## src/rtl/cpu_pkg.sv

```systemverilog
// Shared ISA and control encodings for the 10-bit CPU control sequencer.
// instr = op[9:7] rd[6:5] rs[4:3] imm[2:0].
package cpu_pkg;

  localparam logic [2:0] OP_ADD  = 3'b000;
  localparam logic [2:0] OP_SUB  = 3'b001;
  localparam logic [2:0] OP_ADDI = 3'b010;
  localparam logic [2:0] OP_LW   = 3'b011;
  localparam logic [2:0] OP_SW   = 3'b100;
  localparam logic [2:0] OP_BEQ  = 3'b101;
  localparam logic [2:0] OP_JR   = 3'b110;
  localparam logic [2:0] OP_HALT = 3'b111;

  localparam logic [1:0] ALU_ADD    = 2'b00;
  localparam logic [1:0] ALU_SUB    = 2'b01;
  localparam logic [1:0] ALU_PASS_B = 2'b10;

  localparam logic [1:0] PC_INC    = 2'b00;
  localparam logic [1:0] PC_BRANCH = 2'b01;
  localparam logic [1:0] PC_REG    = 2'b10;

  typedef enum logic [2:0] {
    ST_FETCH  = 3'd0,
    ST_DECODE = 3'd1,
    ST_EXEC   = 3'd2,
    ST_MEM    = 3'd3,
    ST_WB     = 3'd4,
    ST_HALT   = 3'd5,
    ST_FAULT  = 3'd6
  } state_t;

  typedef struct packed {
    logic       mem_req;
    logic       mem_we;
    logic       addr_sel;
    logic       ir_we;
    logic       pc_we;
    logic [1:0] pc_src;
    logic       reg_we;
    logic       wb_sel;
    logic       alu_src_imm;
    logic [1:0] alu_op;
    logic       halted;
    logic       fault;
  } ctrl_t;

  // ALU operand/operation setup for an opcode; kept stable through EXEC, MEM and WB.
  function automatic ctrl_t with_alu(input ctrl_t c, input logic [2:0] op);
    ctrl_t r;
    r = c;
    unique case (op)
      OP_ADD:               begin r.alu_op = ALU_ADD; r.alu_src_imm = 1'b0; end
      OP_SUB, OP_BEQ:       begin r.alu_op = ALU_SUB; r.alu_src_imm = 1'b0; end
      OP_ADDI, OP_LW, OP_SW: begin r.alu_op = ALU_ADD; r.alu_src_imm = 1'b1; end
      default:              begin r.alu_op = ALU_ADD; r.alu_src_imm = 1'b0; end
    endcase
    return r;
  endfunction

endpackage

```

## src/rtl/cpu_control_fsm_mem_wait_timer.sv

```systemverilog
// Counts memory-request cycles without an acknowledge and flags the cycle on
// which the wait budget is exhausted.
module mem_wait_timer #(
  parameter int ACK_TIMEOUT = 15,
  parameter int CNT_W       = 8
) (
  input  logic clk,
  input  logic rst_n,
  input  logic clr,
  input  logic en,
  output logic expired
);

  logic [CNT_W-1:0] cnt;

  always_ff @(posedge clk or negedge rst_n) begin
    if (!rst_n) begin
      cnt <= '0;
    end else if (clr) begin
      cnt <= '0;
    end else if (en) begin
      cnt <= cnt + 1'b1;
    end
  end

  // Fires in the cycle whose increment would bring the count to ACK_TIMEOUT.
  assign expired = en && (cnt == CNT_W'(ACK_TIMEOUT - 1));

endmodule

```

## src/rtl/cpu_control_fsm.sv

```systemverilog
// Multi-cycle FETCH/DECODE/EXEC/MEM/WB sequencer for the 10-bit CPU; drives
// datapath enables/muxes and handshakes with the shared memory port.
module cpu_control_fsm
  import cpu_pkg::*;
#(
  parameter int OP_W        = 3,
  parameter int ACK_TIMEOUT = 15
) (
  input  logic            clk,
  input  logic            rst_n,
  input  logic [OP_W-1:0] ir_op,
  input  logic            alu_zero,
  input  logic            mem_ack,
  output logic            mem_req,
  output logic            mem_we,
  output logic            addr_sel,
  output logic            ir_we,
  output logic            pc_we,
  output logic [1:0]      pc_src,
  output logic            reg_we,
  output logic            wb_sel,
  output logic            alu_src_imm,
  output logic [1:0]      alu_op,
  output logic            halted,
  output logic            fault
);

  state_t          state;
  state_t          state_nxt;
  logic [OP_W-1:0] op_q;
  logic            active;
  logic            req_phase;
  logic            timer_en;
  logic            timer_expired;
  ctrl_t           ctl;

  // active holds every output low from reset until the first edge after release,
  // so a request never appears while rst_n is asserted.
  always_ff @(posedge clk or negedge rst_n) begin
    if (!rst_n) begin
      state  <= ST_FETCH;
      op_q   <= '0;
      active <= 1'b0;
    end else begin
      active <= 1'b1;
      if (active) begin
        state <= state_nxt;
        if (state == ST_DECODE) begin
          op_q <= ir_op;
        end
      end
    end
  end

  assign req_phase = active && ((state == ST_FETCH) || (state == ST_MEM));
  assign timer_en  = req_phase && !mem_ack;

  mem_wait_timer #(
    .ACK_TIMEOUT (ACK_TIMEOUT),
    .CNT_W       (8)
  ) u_timer (
    .clk     (clk),
    .rst_n   (rst_n),
    .clr     (!timer_en),
    .en      (timer_en),
    .expired (timer_expired)
  );

  always_comb begin
    ctl       = '0;
    state_nxt = state;
    if (active) begin
      case (state)
        ST_FETCH: begin
          ctl.mem_req = 1'b1;
          if (mem_ack) begin
            ctl.ir_we  = 1'b1;
            ctl.pc_we  = 1'b1;
            ctl.pc_src = PC_INC;
            state_nxt  = ST_DECODE;
          end else if (timer_expired) begin
            state_nxt = ST_FAULT;
          end
        end
        ST_DECODE: begin
          state_nxt = (ir_op == OP_HALT) ? ST_HALT : ST_EXEC;
        end
        ST_EXEC: begin
          ctl = with_alu(ctl, op_q);
          case (op_q)
            OP_ADD, OP_SUB, OP_ADDI: state_nxt = ST_WB;
            OP_LW, OP_SW:            state_nxt = ST_MEM;
            OP_BEQ: begin
              ctl.pc_we  = alu_zero;
              ctl.pc_src = PC_BRANCH;
              state_nxt  = ST_FETCH;
            end
            OP_JR: begin
              ctl.pc_we  = 1'b1;
              ctl.pc_src = PC_REG;
              state_nxt  = ST_FETCH;
            end
            default: state_nxt = ST_FETCH;
          endcase
        end
        ST_MEM: begin
          ctl          = with_alu(ctl, op_q);
          ctl.mem_req  = 1'b1;
          ctl.addr_sel = 1'b1;
          ctl.mem_we   = (op_q == OP_SW);
          if (mem_ack) begin
            // Loads write back in the acknowledge cycle; there is no WB visit.
            if (op_q == OP_LW) begin
              ctl.reg_we = 1'b1;
              ctl.wb_sel = 1'b1;
            end
            state_nxt = ST_FETCH;
          end else if (timer_expired) begin
            state_nxt = ST_FAULT;
          end
        end
        ST_WB: begin
          ctl        = with_alu(ctl, op_q);
          ctl.reg_we = 1'b1;
          ctl.wb_sel = 1'b0;
          state_nxt  = ST_FETCH;
        end
        ST_HALT: begin
          ctl.halted = 1'b1;
        end
        ST_FAULT: begin
          ctl.fault = 1'b1;
        end
        default: begin
          state_nxt = ST_FAULT;
        end
      endcase
    end
  end

  assign mem_req     = ctl.mem_req;
  assign mem_we      = ctl.mem_we;
  assign addr_sel    = ctl.addr_sel;
  assign ir_we       = ctl.ir_we;
  assign pc_we       = ctl.pc_we;
  assign pc_src      = ctl.pc_src;
  assign reg_we      = ctl.reg_we;
  assign wb_sel      = ctl.wb_sel;
  assign alu_src_imm = ctl.alu_src_imm;
  assign alu_op      = ctl.alu_op;
  assign halted      = ctl.halted;
  assign fault       = ctl.fault;

endmodule

```

## config.mk

```make
export PLATFORM = sky130hd
export DESIGN_NAME = cpu_control_fsm
export DESIGN_NICKNAME = d
export VERILOG_FILES = /design/src/rtl/cpu_pkg.sv /design/src/rtl/cpu_control_fsm_mem_wait_timer.sv /design/src/rtl/cpu_control_fsm.sv
export SDC_FILE = /design/constraint.sdc
export NUM_CORES = 1
export LEC_CHECK = 0
export ABC_AREA = 1
export CAP_MARGIN = 0
export CELL_PAD_IN_SITES_DETAIL_PLACEMENT = 0
export CELL_PAD_IN_SITES_GLOBAL_PLACEMENT = 1
export CORE_MARGIN = 8
export CORE_UTILIZATION = 35
export CTS_BUF_LIST = sky130_fd_sc_hd__clkbuf_4
export DETAILED_ROUTE_END_ITERATION = 6
export PLACE_DENSITY_LB_ADDON = 0.1
export REMOVE_ABC_BUFFERS = 1
export SKIP_CTS_REPAIR_TIMING = 1
export SYNTH_ARGS = -nofsm -noshare
export SYNTH_HDL_FRONTEND = slang
export SYNTH_SLANG_ARGS = --single-unit
```

## constraint.sdc

```tcl
create_clock -name clk -period 2.35 [get_ports clk]
set_input_delay 0.705 -clock clk [delete_from_list [all_inputs] [get_ports clk]]
set_output_delay 0.705 -clock clk [all_outputs]
set_load 0.05 [all_outputs]
```

* Word-level counts from Yosys, hierarchy flattened *
Index checks and enable logic that the tools add are counted.

cells by class
  bitwise operators = 1
  multiplexer cells = 19
  $add $sub $neg = 1
  reductions and logical operators = 15
  eq/ne operators = 14

operators with widths
  kind                                                  number
  equality test 3 bit (second input constant)           7
  case mux 3 bit (2 select lines)                       3
  case mux 3 bit (6 select lines)                       1
  case mux 5 bit (3 select lines)                       1
  2-to-1 mux 14 bit                                     1
  equality test 3 x 2 -> 1 bit (second input constant)  4
  2-to-1 mux 3 bit                                      4
  adder 8 x 1 -> 8 bit (second input constant)          1
  equality test 8 x 4 -> 1 bit (second input constant)  1
  2-to-1 mux 8 bit                                      1
  case mux 4 bit (2 select lines)                       1
  OR reduction 2 bit                                    4
  equality test 3 x 1 -> 1 bit (second input constant)  2
  zero test 3 bit                                       2
  2-to-1 mux 2 bit                                      3
  OR reduction 3 bit                                    2
  2-to-1 mux 4 bit                                      1
  AND reduction 2 bit                                   2
  logical AND 1 bit                                     3
  2-to-1 mux 1 bit                                      3
  zero test 1 bit                                       1
  logical OR 1 bit                                      1
  NOT 1 bit                                             1

word-level totals
  word-level logic and storage cells = 54
  input bits = 7
  output and inout bits = 14
  register bits after elaboration = 15

* Depth between registers and ports, before layout *
Gate-level depths: netlist of run 1.

  depth in word-level cells = 8
  depth in mapped cells = 9
  depth with buffers taken out = 9

* Modules after synthesis *
A second synthesis of run 1 with hierarchy kept.

second synthesis, totals
  cells, all modules = 160
  area, all modules = 1,073.5 um^2

modules (own cells, without submodules)
  module           area an instance (um^2)  cells an instance  sequential area each (um^2)  instances
  cpu_control_fsm  604.3                    99                 175.2                        1
  mem_wait_timer   469.2                    61                 200.2                        1

* Worst setup path before layout of run 1 *
Ideal clock, no wire load.

  path type = reg2out
  from = register state[2]
  to = output port pc_we
  required time = 1.645 ns
  stages on the path, launching flop included = 8
  setup slack = -0.347 ns
  arrival = 1.992 ns
  path buffers = 0
  path through = dfrtp_1 > inv_2 > nand2_1 > nor2_1 > nand2_1 > nor2_1 > nor2_1 > nand2_1

between the ends
  word-level cells in the longest chain between the ends = 3
  elaborated cells on any way between the ends = 4
  those cells by class = eq/ne: 1; mux: 2; reduce/logical: 1

ends and longest elaborated chain
  item                                                                    line                   text
  start, declared                                                         cpu_control_fsm.sv:28  state_t state;
  start signal, assigned                                                  cpu_control_fsm.sv:47  state <= state_nxt;
  equality test 3 x 2 -> 1 bit / zero test 3 bit (equally long branches)  cpu_control_fsm.sv:73  case (state)
  case mux 4 bit (2 select lines) *                                       cpu_control_fsm.sv:73
  2-to-1 mux 14 bit *                                                     cpu_control_fsm.sv:72  if (active) begin
  end, declared                                                           cpu_control_fsm.sv:18  output logic pc_we,

Mark *: on every way between the ends. The rest lies on a longest branch, timed or not.

* Final worst setup path of run 1 *
  from = register state[1]
  to = output port pc_we

The elaborated chain is that of the path after synthesis.

==> run summary, run 1 <==
async set-reset flop share out of synthesis: 100%
worst setup path class: reg2out
largest net degree at the start of global routing: 16
Placer Congestion: 0.870
Post-Syn Instances: 139
worst slew pin tran: 686 ps
storage element area: 378 um^2
Req. time, crit path: 1640 ps
Placed Instance Area: 0.00139 mm^2
most common cell in the synthesized netlist: nand2_1
Fill cells: 277
ANT nets after route: 0
Post-synth top flop: dfrtp_1
Max Cap Viol: 0
TritonCTS clock tree: yes
Antenna diodes: 0
WL final: 2360 um
design area: 0.00145 mm^2
crit start category: flip-flop
TritonCTS buffer count: 3
Post-synth EDFFs: 0
Die Wd: 69.1 um
status: completed
initial core utilization: 36.4%
unrepaired setup endpoints after global routing: true
Leakage: 0.000683 uW
largest area contributor in the netlist: dfrtp_1
PnR worst setup slack: 92.2 ps
critical path peak fanout: 8
clk slew on worst S/H paths: 80 ps
Netlist cell types: 28
1st-iter DRT viols: 16
hpwl dp: 1950 um
# rows: 19
# port buffers: 19
crit path capture type: output port
synth top area cells: dfrtp_1, nand2_1, nor2_1
# setup viols final: 0
worst path arrival time: 1550 ps
commonest cells in the synthesized netlist: nand2_1, nor2_1, dfrtp_1
DR DRC count: 0
GRT Util Overall: 10.0%
vias in the first global route: 1,003
final hold vios: 0
Area Overhead vs Synth: 47.1%
clock root buffer: clkbuf_4
worst min path class: reg2reg
Fmax: 443 MHz
P per Cell Area: 311 mW/mm^2
relative slew slack: 54.1%
skew final: 6.34 ps
clock sinks: 15
Seq/Total Area, Yosys: 38.1%
Overflow after GRT: 0
Yosys Warn Count: 0
peak supply drop: 0.342 mV
CTS max path bufs: 2
post-place setup slack: -163 ps
Via density: 4.86
final core occ: 53.5%
Total Die Area: 0.00477 mm^2
Core Footprint: 0.00271 mm^2
WL/cell: 11.7 um
I/O Pins: 21
min Tclk post-route: 2260 ps
Mapped Avg Cell Area: 7.09 um^2
Pwr Total: 451 uW
Die H: 69.1 um
first-pass GRT wire length: 4250 um
drt pass-1 iters: 4
Final period util: 96.1%
post-synthesis instance area: 986 um^2
routed vias: 977
Yosys top cell area share: 38.1%
Max Slew Vio Count: 0
initial antenna violation count: 0
flops & latches, synth: 15
clock latency on the worst-skew pair: 280 ps
fin nets: 180
area of the multi-input gates: 541 um^2
H-tree levels: 1
layout cells sized above 1: 26.5%
per-stage QoR:
stage | setup TNS, ps | cells | hold WS (ps)
floorplan | -480 | 137 | 409
finish | 0 | 201 | 483
global placement | -211 | 196 | 464
detailed placement | -435 | 196 | 471
CTS | -488 | 200 | 483
global route | 0 | 201 | 499
path summary, 6_finish.rpt:
path                                start             end  slack (ps)  depth (start not counted)
max                              state[1]           pc_we          90                          7
min                        u_timer.cnt[7]  u_timer.cnt[7]         480                          1
max reg2reg                u_timer.cnt[0]        state[0]         990                          9
min reg2reg                u_timer.cnt[7]  u_timer.cnt[7]         480                          1
max in group asynchronous           rst_n        state[0]        1030                          1
min in group asynchronous           rst_n  u_timer.cnt[0]         830                          1
critical path: stages, from the launching register on:
cell	delay [ps]
dfrtp_2	480
nand2_1	120
nor2_2	120
nand2_1	90
nor3_2	150
nand2_1	80
nand2_1	100
buf_12	140
kinds of logic (layout without fill, tap and decap cells):
kind of cell	Yosys count	after routing	share of synthesized area (%)
simple gates	82	82	40.0
buf+inv	20	51	8.76
compound gates	17	17	9.01
flops	15	15	38.1
fa+ha+maj	2	2	2.54
other cells	2	2	0.762
xor+xnor	1	1	0.888
power by group:
group	leakage, uW	switching, uW	internal (uW)
clock network	0.0000177	80.1	63.1
logic	0.000481	27.8	18.0
registers	0.000185	1.59	260
flip-flops by register name (all words and copies together), names as in the netlist:
register	count
op_q	3
active	1
u_timer.cnt	8
state	3
routing by layer:
metal | up-vias | global-route usage, % | share of wire, %
met1 | 445 | 10.7 | 43
li1 | 510 | - | -
met3 | 2 | 2.43 | 4.6
met5 | - | 0 | 0
met2 | 20 | 18.6 | 51
met4 | 0 | 3.42 | 0.59
cell usage in the layout (no fill, tap or decap), drive strengths merged:
cell            n
a21oi           9
o211ai          1
clkinv          2
nand3b          1
a31oi           1
nor3b           1
and2            1
clkdlybuf4s50   5
nand3          12
buf            23
dlymetal6s2s    1
ha              2
nor3            5
nor4            1
clkbuf          3
conb            2
inv            17
nand2          30
dfrtp          15
nand4           3
nor2           28
xnor2           1
o21ai           6
cell type report:
cell class,count,area share [%]
Tap cell,31,2.67
Clock buffer,3,1.55
Inverter,18,4.66
Sequential cell,15,26.1
Clock inverter,1,0.345
Timing Repair Buffer,29,27.4
Multi-Input combinational cell,104,37.3
Power figures use the tool's default switching activity.
==> run 2, diff against run 1 <==
SKIP_CTS_REPAIR_TIMING = not set   (was 1)
clock period = 2.7 ns   (was 2.35 ns; I/O delays follow)
==> run summary, run 2 (same netlist as run 1, synthesis figures left out) <==
Hold EP: u_timer.cnt[7]
Hold Crit Depth: 1 (unchanged)
Final period util: 94.7%
relative slew slack: 54.3% (+0.17 points)
unrepaired setup endpoints after global routing: false
DR DRC count: 0 (unchanged)
critical path peak fanout: 7 (-1)
CP max stage cell: dfrtp_2
Placer Congestion: 0.814 (-6.4%)
initial antenna violation count: 0 (unchanged)
PnR worst setup slack: 143 ps (+50.8 ps)
reg2reg start: u_timer.cnt[0]
Overflow after GRT: 0 (unchanged)
CTS max path bufs: 2 (unchanged)
Die H: 69.1 um (unchanged)
P per Cell Area: 294 mW/mm^2 (-5.5%)
TritonCTS clock tree: yes
# rows: 19 (unchanged)
Die Wd: 69.1 um (unchanged)
WL/cell: 12.2 um (+4.1%)
worst setup path class: reg2out
worst min path class: reg2reg
TritonCTS buffer count: 3 (unchanged)
HP Start: u_timer.cnt[7]
Regs by FF count: u_timer.cnt x8, op_q x3, state x3
vias in the first global route: 986 (-1.7%)
WL final: 2380 um (+0.97%)
drt pass-1 iters: 4 (unchanged)
min Tclk post-route: 2560 ps
routed vias: 944 (-3.4%)
reg-to-reg critical path endpoint: state[0]
clk slew on worst S/H paths: 90 ps (about the same)
max incr delay on CP: 470 ps (about the same)
# port buffers: 19 (unchanged)
layout cells sized above 1: 22.0% (-4.5 points)
Most flops, register: u_timer.cnt
Max Cap Viol: 0 (unchanged)
max reg flops: 8 (unchanged)
first-pass GRT wire length: 4170 um (-1.8%)
peak supply drop: 0.238 mV (-30%)
Fmax: 391 MHz
Core Footprint: 0.00271 mm^2 (unchanged)
WP depth: 8 (+1)
worst path arrival time: 1750 ps (+200 ps)
Non-Filler Instances: 195 (-3.0%)
Top delay family on crit path: simple AND/OR/NAND/NOR gates
clock latency on the worst-skew pair: 280 ps (about the same)
largest net degree at the start of global routing: 16 (unchanged)
clock root buffer: clkbuf_4
skew final: 2.15 ps (-4.18 ps)
most frequent cells in the layout: nand2_1, nor2_1, inv_1, dfrtp_1, nand3_1
Reg2Reg Setup Slack: 1350 ps (+360 ps)
fin nets: 174 (-3.3%)
crit start category: flip-flop
crit path capture type: output port
commonest non-fill, non-tap cell in the layout: nand2_1
Leakage: 0.000629 uW (-7.9%)
placed insts: 191 (-2.6%)
status: completed
1st-iter DRT viols: 45 (+29)
hpwl dp: 1930 um (-0.79%)
post-place setup slack: 3.84 ps (+166 ps)
worst path cell trace: inv_2 > nand2_1 > nor2_4 > nand2_1 > nor3_4 > nand2_1 > nand2_1 > buf_12
ANT nets after route: 0 (unchanged)
Antenna diodes: 0 (unchanged)
H-tree levels: 1 (unchanged)
Area Overhead vs Synth: 35.7%
worst slew pin tran: 683 ps (-2.56 ps)
postcts setup bufs: 0
R2R depth: 9 (unchanged)
Max Slew Vio Count: 0 (unchanged)
GRT Util Overall: 10.1% (+0.041 points)
initial core utilization: 36.4% (unchanged)
clock sinks: 15 (unchanged)
WP buf/inv: 2 (+1)
Via density: 4.84 (-0.40%)
# setup viols final: 0 (unchanged)
I/O Pins: 21 (unchanged)
Hold Buf Count CTS: 0
final hold vios: 0 (unchanged)
Req. time, crit path: 1890 ps (+250 ps)
Total Die Area: 0.00477 mm^2 (unchanged)
Most Frequent Cell on Critical Path: nand2_1
[run 2: report_power, final]
part / switching [uW] / internal (uW)
registers: 2.52 / 227
clock network: 73.7 / 55.0
logic: 22.4 / 12.6
total: 98.7 / 294
[run 2: per-stage QoR]
step                total power, uW  util (%)  hold slack [ps]  setup TNS [ps]  cell area [um^2]
floorplan                       248         -              440            -177               967
detailed placement              269      47.7              471               0              1290
CTS                             399      48.8              484               0              1320
finish                          393      49.4              480               0              1340
global route                    414      49.4              508               0              1340
global placement                269      47.7              460               0              1290
[run 2: routing by layer]
metal,vias up,track usage [%],routed length (um)
met5,-,0,0
met2,16,19.1,1230
met1,435,9.88,1000
met4,0,3.42,14
li1,491,-,-
met3,2,3.43,142
[run 2: what timing repair did]
action / CTS / global route
gates resized for setup: 2 / 4
pin swaps: 2 / 0
endpoints found under the setup margin: 1 / 1
[run 2: worst max path at each step]
stage,start,endpoint,slack [ps]
after global placement,mem_ack,pc_we,30
after detailed placement,mem_ack,pc_we,4
after floorplan,mem_ack,pc_we,-180
after CTS,state[2],pc_we,60
after global routing,state[2],pc_we,7
final,state[2],pc_we,140
[run 2: cell type report]
class / count / area (um^2)
fill: 280 / 1370
tap: 31 / 38.8
multi-input combinational: 104 / 541
inverter: 18 / 67.6
sequential: 15 / 377
clock inverter: 1 / 5.00
clock buffer: 3 / 22.5
timing repair buffer: 23 / 287
